### src/rtl/button_ctrl.sv
// -----------------------------------------------------------------------------
// button_ctrl
//
// Purpose
//   Turns two raw, bouncing push buttons into clean control for a downstream
//   up/down counter.  Each button is synchronized into the clk domain,
//   qualified by its own debounce state machine and, on every accepted press,
//   produces a one-cycle pulse and toggles a level output:
//     btn_en  -> en_press pulse, toggles enable
//     btn_dir -> dir_press pulse, toggles dir (0 = up, 1 = down)
//
//   A press is accepted only after the synchronized button has been seen high
//   for DEB_CYCLES consecutive count edges.  A release must likewise be stable
//   low for DEB_CYCLES count edges before a new press can start qualifying, so
//   release bounce never turns into an extra press.
//
// Ports
//   clk        in   system clock, rising edge only
//   reset_n    in   asynchronous active-low reset; deassertion is expected to
//                   be synchronized to clk outside this block
//   btn_en     in   raw asynchronous button, high = pressed
//   btn_dir    in   raw asynchronous button, high = pressed
//   enable     out  registered count-enable level
//   dir        out  registered direction level
//   en_press   out  one-cycle pulse per accepted btn_en press
//   dir_press  out  one-cycle pulse per accepted btn_dir press
//
// Parameters
//   DEB_CYCLES debounce time in clk cycles, legal range 2 .. 2^27-1
// -----------------------------------------------------------------------------

// -----------------------------------------------------------------------------
// btn_debounce_chk
//
// Purpose
//   Simulation-time invariants for one debounce channel.  Has no outputs and
//   adds no logic to the synthesized netlist.
//
// Ports
//   clk, reset_n  clock and asynchronous active-low reset
//   i_cnt         debounce counter of the channel
//   i_press       press pulse of the channel
//   i_level       toggling level of the channel
// -----------------------------------------------------------------------------
module btn_debounce_chk #(
    parameter int          CW      = 2,
    parameter logic [CW-1:0] CNT_MAX = '1
) (
    input logic          clk,
    input logic          reset_n,
    input logic [CW-1:0] i_cnt,
    input logic          i_press,
    input logic          i_level
);

    // The counter saturates at the qualification limit and never wraps.
    a_cnt_bound: assert property (@(posedge clk) disable iff (!reset_n)
        i_cnt <= CNT_MAX);

    // A press is always followed by at least one cycle in PRESSED, so two
    // pulses can never be back to back.
    a_press_single: assert property (@(posedge clk) disable iff (!reset_n)
        i_press |=> !i_press);

    // The level output only ever changes on the edge that fires the pulse.
    a_level_on_press: assert property (@(posedge clk) disable iff (!reset_n)
        (i_level != $past(i_level)) |-> i_press);

endmodule

// -----------------------------------------------------------------------------
// btn_debounce
//
// Purpose
//   One complete button channel: 2-flop synchronizer, four-state debounce
//   FSM, registered press pulse and registered toggling level.
//
// Ports
//   clk, reset_n  clock and asynchronous active-low reset
//   i_btn         raw asynchronous button input, high = pressed
//   o_press       one-cycle pulse on each accepted press (registered)
//   o_level       level that toggles on each accepted press (registered)
// -----------------------------------------------------------------------------
module btn_debounce #(
    parameter int unsigned DEB_CYCLES = 32'd1250000
) (
    input  logic clk,
    input  logic reset_n,
    input  logic i_btn,
    output logic o_press,
    output logic o_level
);

    // Counter width: exactly enough bits to hold DEB_CYCLES-1.
    localparam int CW = $clog2(DEB_CYCLES);
    localparam logic [CW-1:0] CNT_MAX  = CW'(DEB_CYCLES - 32'd1);
    localparam logic [CW-1:0] CNT_ZERO = CW'(32'd0);
    localparam logic [CW-1:0] CNT_ONE  = CW'(32'd1);

    localparam logic [1:0] ST_RELEASED    = 2'd0;
    localparam logic [1:0] ST_PRESS_CHK   = 2'd1;
    localparam logic [1:0] ST_PRESSED     = 2'd2;
    localparam logic [1:0] ST_RELEASE_CHK = 2'd3;

    logic          r_sync1;
    logic          r_sync2;
    logic [1:0]    r_state;
    logic [CW-1:0] r_cnt;
    logic          r_press;
    logic          r_level;

    logic [1:0]    w_state_nxt;
    logic [CW-1:0] w_cnt_nxt;
    logic          w_fire;
    logic          w_btn_s;

    // The second synchronizer flop is the only view of the button the FSM uses.
    assign w_btn_s = r_sync2;

    // Two-flop synchronizer bringing the raw button into the clk domain.
    always_ff @(posedge clk or negedge reset_n) begin
        if (!reset_n) begin
            r_sync1 <= 1'b0;
            r_sync2 <= 1'b0;
        end else begin
            r_sync1 <= i_btn;
            r_sync2 <= r_sync1;
        end
    end

    // Debounce next-state, next-count and press-qualification decode.
    always_comb begin
        w_state_nxt = r_state;
        w_cnt_nxt   = r_cnt;
        w_fire      = 1'b0;
        case (r_state)
            ST_RELEASED: begin
                if (w_btn_s) begin
                    w_state_nxt = ST_PRESS_CHK;
                    w_cnt_nxt   = CNT_ZERO;
                end else begin
                    w_state_nxt = ST_RELEASED;
                    w_cnt_nxt   = CNT_ZERO;
                end
            end
            ST_PRESS_CHK: begin
                if (!w_btn_s) begin
                    // Bounce during qualification: drop back, nothing happens.
                    w_state_nxt = ST_RELEASED;
                    w_cnt_nxt   = CNT_ZERO;
                end else if (r_cnt == CNT_MAX) begin
                    w_state_nxt = ST_PRESSED;
                    w_cnt_nxt   = CNT_ZERO;
                    w_fire      = 1'b1;
                end else begin
                    w_state_nxt = ST_PRESS_CHK;
                    w_cnt_nxt   = r_cnt + CNT_ONE;
                end
            end
            ST_PRESSED: begin
                if (!w_btn_s) begin
                    w_state_nxt = ST_RELEASE_CHK;
                    w_cnt_nxt   = CNT_ZERO;
                end else begin
                    // Held button: stay here indefinitely, no repeat pulses.
                    w_state_nxt = ST_PRESSED;
                    w_cnt_nxt   = CNT_ZERO;
                end
            end
            ST_RELEASE_CHK: begin
                if (w_btn_s) begin
                    // Release bounce: the button is still considered pressed.
                    w_state_nxt = ST_PRESSED;
                    w_cnt_nxt   = CNT_ZERO;
                end else if (r_cnt == CNT_MAX) begin
                    w_state_nxt = ST_RELEASED;
                    w_cnt_nxt   = CNT_ZERO;
                end else begin
                    w_state_nxt = ST_RELEASE_CHK;
                    w_cnt_nxt   = r_cnt + CNT_ONE;
                end
            end
            default: begin
                // Unreachable encoding: recover to the idle state.
                w_state_nxt = ST_RELEASED;
                w_cnt_nxt   = CNT_ZERO;
            end
        endcase
    end

    // Debounce state and counter registers.
    always_ff @(posedge clk or negedge reset_n) begin
        if (!reset_n) begin
            r_state <= ST_RELEASED;
            r_cnt   <= CNT_ZERO;
        end else begin
            r_state <= w_state_nxt;
            r_cnt   <= w_cnt_nxt;
        end
    end

    // Registered press pulse and toggling level, updated on the same edge.
    always_ff @(posedge clk or negedge reset_n) begin
        if (!reset_n) begin
            r_press <= 1'b0;
            r_level <= 1'b0;
        end else begin
            r_press <= w_fire;
            r_level <= r_level ^ w_fire;
        end
    end

    assign o_press = r_press;
    assign o_level = r_level;

    btn_debounce_chk #(
        .CW      (CW),
        .CNT_MAX (CNT_MAX)
    ) u_chk (
        .clk     (clk),
        .reset_n (reset_n),
        .i_cnt   (r_cnt),
        .i_press (r_press),
        .i_level (r_level)
    );

endmodule

// -----------------------------------------------------------------------------
// button_ctrl top: two fully independent button channels.
// -----------------------------------------------------------------------------
module button_ctrl #(
    parameter int unsigned DEB_CYCLES = 32'd1250000
) (
    input  logic clk,
    input  logic reset_n,
    input  logic btn_en,
    input  logic btn_dir,
    output logic enable,
    output logic dir,
    output logic en_press,
    output logic dir_press
);

    logic w_en_press;
    logic w_enable;
    logic w_dir_press;
    logic w_dir;

    btn_debounce #(
        .DEB_CYCLES (DEB_CYCLES)
    ) u_en (
        .clk     (clk),
        .reset_n (reset_n),
        .i_btn   (btn_en),
        .o_press (w_en_press),
        .o_level (w_enable)
    );

    btn_debounce #(
        .DEB_CYCLES (DEB_CYCLES)
    ) u_dir (
        .clk     (clk),
        .reset_n (reset_n),
        .i_btn   (btn_dir),
        .o_press (w_dir_press),
        .o_level (w_dir)
    );

    // All four outputs come straight from channel flops.
    assign enable    = w_enable;
    assign dir       = w_dir;
    assign en_press  = w_en_press;
    assign dir_press = w_dir_press;

endmodule

### config.mk
export PLATFORM = sky130hd
export DESIGN_NAME = button_ctrl
export DESIGN_NICKNAME = d
export VERILOG_FILES = /design/src/rtl/button_ctrl.sv
export SDC_FILE = /design/constraint.sdc
export NUM_CORES = 1
export LEC_CHECK = 0
export BUFFER_PORTS_ARGS = -buffer_cell sky130_fd_sc_hd__buf_2
export CORE_MARGIN = 10
export CORE_UTILIZATION = 64
export CTS_BUF_LIST = sky130_fd_sc_hd__clkbuf_8
export CTS_CLUSTER_DIAMETER = 60
export CTS_CLUSTER_SIZE = 16
export DETAILED_ROUTE_END_ITERATION = 10
export GPL_TIMING_DRIVEN = 0
export HOLD_SLACK_MARGIN = 0.1
export PLACE_DENSITY_LB_ADDON = 0.12
export SKIP_CTS_REPAIR_TIMING = 1
export SLEW_MARGIN = 20
export SYNTH_ARGS = -nofsm -noshare
export SYNTH_HDL_FRONTEND = slang
export SYNTH_SLANG_ARGS = --single-unit
### constraint.sdc
create_clock -name clk -period 2.6 [get_ports clk]
set_input_delay 0.26 -clock clk [delete_from_list [all_inputs] [get_ports clk]]
set_output_delay 0.26 -clock clk [all_outputs]
set_load 0.005 [all_outputs]
# [Yosys cells after proc, flatten, opt, wreduce, memory -nomap -nowiden]
# Index checks and enable logic that the tools add are counted.
[totals] out_inout_bits=4 inputBits=4 word_cells=56 regBits=54
[op_classes] eq_ne=8 n_reduce_logical=4 n_addsub=2 n_bitwise=2 muxes=28
[op_table] op="$mux W21" n=6
[op_table] op="$pmux W21 S3" n=2
[op_table] op="$add A21 B1 Y21 const B" n=2
[op_table] op="$eq A21 B21 Y1 const B" n=2
[op_table] op="$mux W2" n=8
[op_table] op="$pmux W2 S4" n=2
[op_table] op="$mux W1" n=10
[op_table] op="$eq A2 B2 Y1 const B" n=4
[op_table] op="$eq A2 B1 Y1 const B" n=2
[op_table] op="$logic_not A2 Y1" n=2
[op_table] op="$reduce_or A2 Y1" n=2
[op_table] op="$xor A1 B1 Y1" n=2

# [Logic depth before layout (Yosys ltp)]
[logic_depth] ltp_word=5 ltp_mapped=6 ltp_nobuf=5

# [By module]
# A second synthesis with hierarchy kept.
[unflattened] hier_cells=268 area_unflattened_um2=2735.1
[by_module_without_submodules] module="btn_debounce" n_inst=2 seq_area_each_um2=675.6 area_each_um2=1367.6 cells_each=134

# [Worst setup path after synthesis]
# OpenSTA, ideal clock, no wires.
[synth_path] kind="reg-to-reg" startpoint="reg u_en.r_cnt[0]" endpoint="reg u_en.r_cnt[18]" path_buffers=1 setup_time_ns=0.073 arrival_time_ns=1.955 path_stages_with_launch=7 required_ns=2.527 slack_ns=0.572 synth_period_minus_slack_ns=2.028 cell_sequence="dfrtp_1 -> ha_1 -> nand4_2 -> or4_1 -> buf_2 -> or4_4 -> a21oi_2"
[synth_between] elab_chain_cells=4 elab_cells_between_ends=6 cone_classes="add/sub: 1; eq/ne: 1; mux: 4"
[synth_rtl] item="start: declaration" line_no="108" rtl="logic [CW-1:0] r_cnt;"
[synth_rtl] item="start signal: assignment" line_no="198" rtl="r_cnt <= w_cnt_nxt;"
[synth_rtl] item="$add A21 B1 Y21 or $eq A21 B21 Y1 (tied branches)"
[synth_rtl] item="$mux W21 *" line_no="151, 175"
[synth_rtl] item="$mux W21, on equally long branches" line_no="171, 147"
[synth_rtl] item="$pmux W21 S3 *" line_no="136" rtl="case (r_state)"
[synth_rtl] item="net u_en.w_cnt_nxt[18]" line_no="113" rtl="logic [CW-1:0] w_cnt_nxt;"
# Mark *: on every way through the listed nets, which the timed path passes. The rest lies on a longest branch.

# [Final worst setup path]
[layout_path] startpoint="reg u_en.r_cnt[0]" endpoint="reg u_en.r_cnt[20]"
# The elaborated chain is that of the path after synthesis.

==> impl_metrics.csv <==
group,metric,value,unit
critical_path,path_max_fanout,7,
placement,gp_routability_congestion,0.803,
sta,hold_slack,0.356,ns
floorplan,die_w,83.0,um
clocking,insertion_delay,0.31,ns
outcome,outcome,"finished, final reports clean",
floorplan,rows,22,
drt,vias,1848,
drt,avgRoutedWirePerCell,14.9,um
yosys,synth_area,2540,um^2
yosys,syn_area_per_cell,10.2,um^2
yosys,synth-edff-count,0,
power_and_ir_drop,p_leak,1.16,nW
sta,finalMaxSlewViolations,0,
critical_path,start_kind,"flop",
finish,fin_nets,271,
clocking,h-tree-depth,2,
critical_path,cp-end-kind,"flop",
sta,fmax,450,MHz
sta,max_slew_margin,56.4,%
yosys,synth_simple_gate_area_share,25.9,%
yosys,synth_cells,248,
drt,via_per_inst,5.89,
floorplan,ios,8,
placement,hpwl,3250,um
yosys,synthAdderAreaFrac,0.986,%
yosys,synth_flop_cell,"dfrtp_1",
yosys,synth.top_cells.by_area,"dfrtp_1 (53%), xor2_1 (5.9%), nor2_1 (4.7%)",
yosys,synth_top_area_share,53.3,%
job,cap_violations,0,
yosys,synth-compound-area-share,6.51,%
drt,wirelength,4690,um
grt,antenna_found_initial,0,
drt,drt_iter0_drc,134,
sta,hold_violations,0,
yosys,synthMuxAreaShare,0.888,%
yosys,synth_top_area_cell,"dfrtp_1",
sta,setup_violations,0,
sta,max_slew.worst_pin.slew,0.654,ns
yosys,yosys_warnings,0,
critical_path,path_cells,"ha_1 -> nand4_2 -> or4_1 -> buf_2 -> or4_4 -> a21oi_2",
critical_path,arrival,2.47,ns
min_path,hp-class,"reg -> reg",
yosys,yosys-top-cells-count,"dfrtp_1 (54), nor2_1 (32), xor2_1 (17), nand3_1 (14)",
floorplan,start_util,67.8,%
placement,portBuffers,7,
yosys,async_flop_share,100,%
clocking,cts-root-buf,"clkbuf_8",
clocking,clkTransAtPathRegs,0.09,ns
critical_path,slowest_delay,0.54,ns
drt,route.detailed.drc,0,
min_path,whs_endpoint,"u_dir.r_sync2",
critical_path,reg2reg_from,"u_en.r_cnt[0]",
grt,grt_pass1_vias,1756,
sta,finClkSkew,0.00663,ns
clocking,clockBufferDepth,2,
yosys,synth_most_common_cell,"dfrtp_1",
yosys,yosys.cell_types.count,32,
yosys,ys_seq_area_share,53.3,%
yosys,syn-num-nets,254,
drt,drt_first_pass_iters,4,
yosys,synth_top_family_by_area,"simple AND/OR/NAND/NOR gates",
min_path,hold_path_depth,0,
floorplan,core-area,3740,um^2
clocking,cts_inserted_buffers,5,
power_and_ir_drop,ir_worst_vdd,0.000329,V
critical_path,required,2.84,ns
finish,drive_above_1_share,11.3,%
yosys,synth_xor_area_share,9.66,%
critical_path,worst_r2r_endpoint,"u_en.r_cnt[20]",
sta,fin_tns_setup,0,ns
floorplan,die_area,6880,um^2
critical_path,crit_type,"reg -> reg",
critical_path,reg2reg_slack,0.38,ns
power_and_ir_drop,cellPowerDensity,524,nW/um^2
grt,gr-usage-all-layers,13.8,%
sta,min_period,2.22,ns
finish,area_growth_syn_to_layout,9.32,%
sta,rsz0062_at_grt,"no",
clocking,clock_sinks,54,
yosys,synth_seq_cells,54,
finish,diodes,0,
grt,grt_max_degree,55,
clocking,cts_tree,"built",
min_path,min_from,"u_dir.r_sync1",
critical_path,reg2reg_depth,6,
floorplan,fp.dieH,83.0,um
power_and_ir_drop,total_power,1.45,mW
grt,grt_first_pass_wirelength,8110,um
grt,grt_overflow,0,
critical_path,critPathSlowestCell,"or4_1",
sta,period_share,85.5,%
drt,antenna_left,0,
-- state kept, by name, indices dropped and copies added, names as in the netlist, 2 cells and up --
signal / cells
u_dir.r_cnt: 21
u_dir.r_state: 2
u_en.r_cnt: 21
u_en.r_state: 2
-- power breakdown --
part	switching [mW]	internal [mW]
Sequential	0.00520	0.847
Combinational	0.0313	0.0127
Clock	0.273	0.284
-- metrics by stage --
step / utilization, % / worst slack, ns / area [um^2] / std cells
finish: 74.1 / 0.377 / 2770 / 314
CTS: 73.3 / 0.370 / 2740 / 311
floorplan: - / 0.572 / 2540 / 248
global route: 74.1 / 0.233 / 2770 / 314
detailed placement: 70.4 / 0.397 / 2640 / 303
global placement: 70.3 / 0.438 / 2630 / 303
-- worst max-delay path by stage --
stage                  startpoint             end  slack, ns  cells past startpoint
detailed placement  u_en.r_cnt[0]  u_en.r_cnt[20]       0.40                      6
global placement    u_en.r_cnt[0]  u_en.r_cnt[20]       0.44                      6
CTS                 u_en.r_cnt[0]  u_en.r_cnt[20]       0.37                      6
finish              u_en.r_cnt[0]  u_en.r_cnt[20]       0.38                      6
floorplan           u_en.r_cnt[0]  u_en.r_cnt[18]       0.57                      6
global route        u_en.r_cnt[0]  u_en.r_cnt[20]       0.23                      6
-- cells in the final DEF, fill, tap and decap left out, types with 4 or more instances in the layout --
cell and count:
dfrtp_1 54, nand2_1 12, clkbuf_8 5, and4_1 7, buf_2 11, nor2_1 32, nand4_1 12, o21ai_0 10
xor2_1 17, clkbuf_1 5, or3_1 10, a21oi_1 12, or4_1 4, xnor2_1 11, nor4_1 4, inv_1 7
nand3_1 14, nor3_1 4, and2_1 4
-- cells by family after synthesis --
logic type | after synthesis
simple gates | 116
fa+ha+maj | 2
mux | 2
buf+inv | 17
flops | 54
compound gates | 29
xor+xnor | 28
-- worst max-delay path: cells and delay by family (launching register included) --
family	cells	cell delay (ns)
simple gates	3	1.21
fa+ha+maj	1	0.23
buf+inv	1	0.18
flops	1	0.40
compound gates	1	0.14
-- metal layers --
| metal | vias up | wire length, um | GRT usage [%] |
|---|---|---|---|
| li1 | 903 | - | - |
| met1 | 911 | 2190 | 17.6 |
| met2 | 30 | 2280 | 22.1 |
| met3 | 4 | 181 | 3.32 |
| met4 | 0 | 41 | 5.23 |
| met5 | - | 0 | 0 |
-- final cells by class --
cell class                      instances  area, um^2
Sequential cell                        54        1350
Clock inverter                          3        40.0
Timing Repair Buffer                   10        67.6
Clock buffer                            5        68.8
Multi-Input combinational cell        177        1120
Tap cell                               48        60.1
Fill cell                             276         970
Buffer                                 10        43.8
Inverter                                7        26.3
Power figures use the tool's default switching activity.
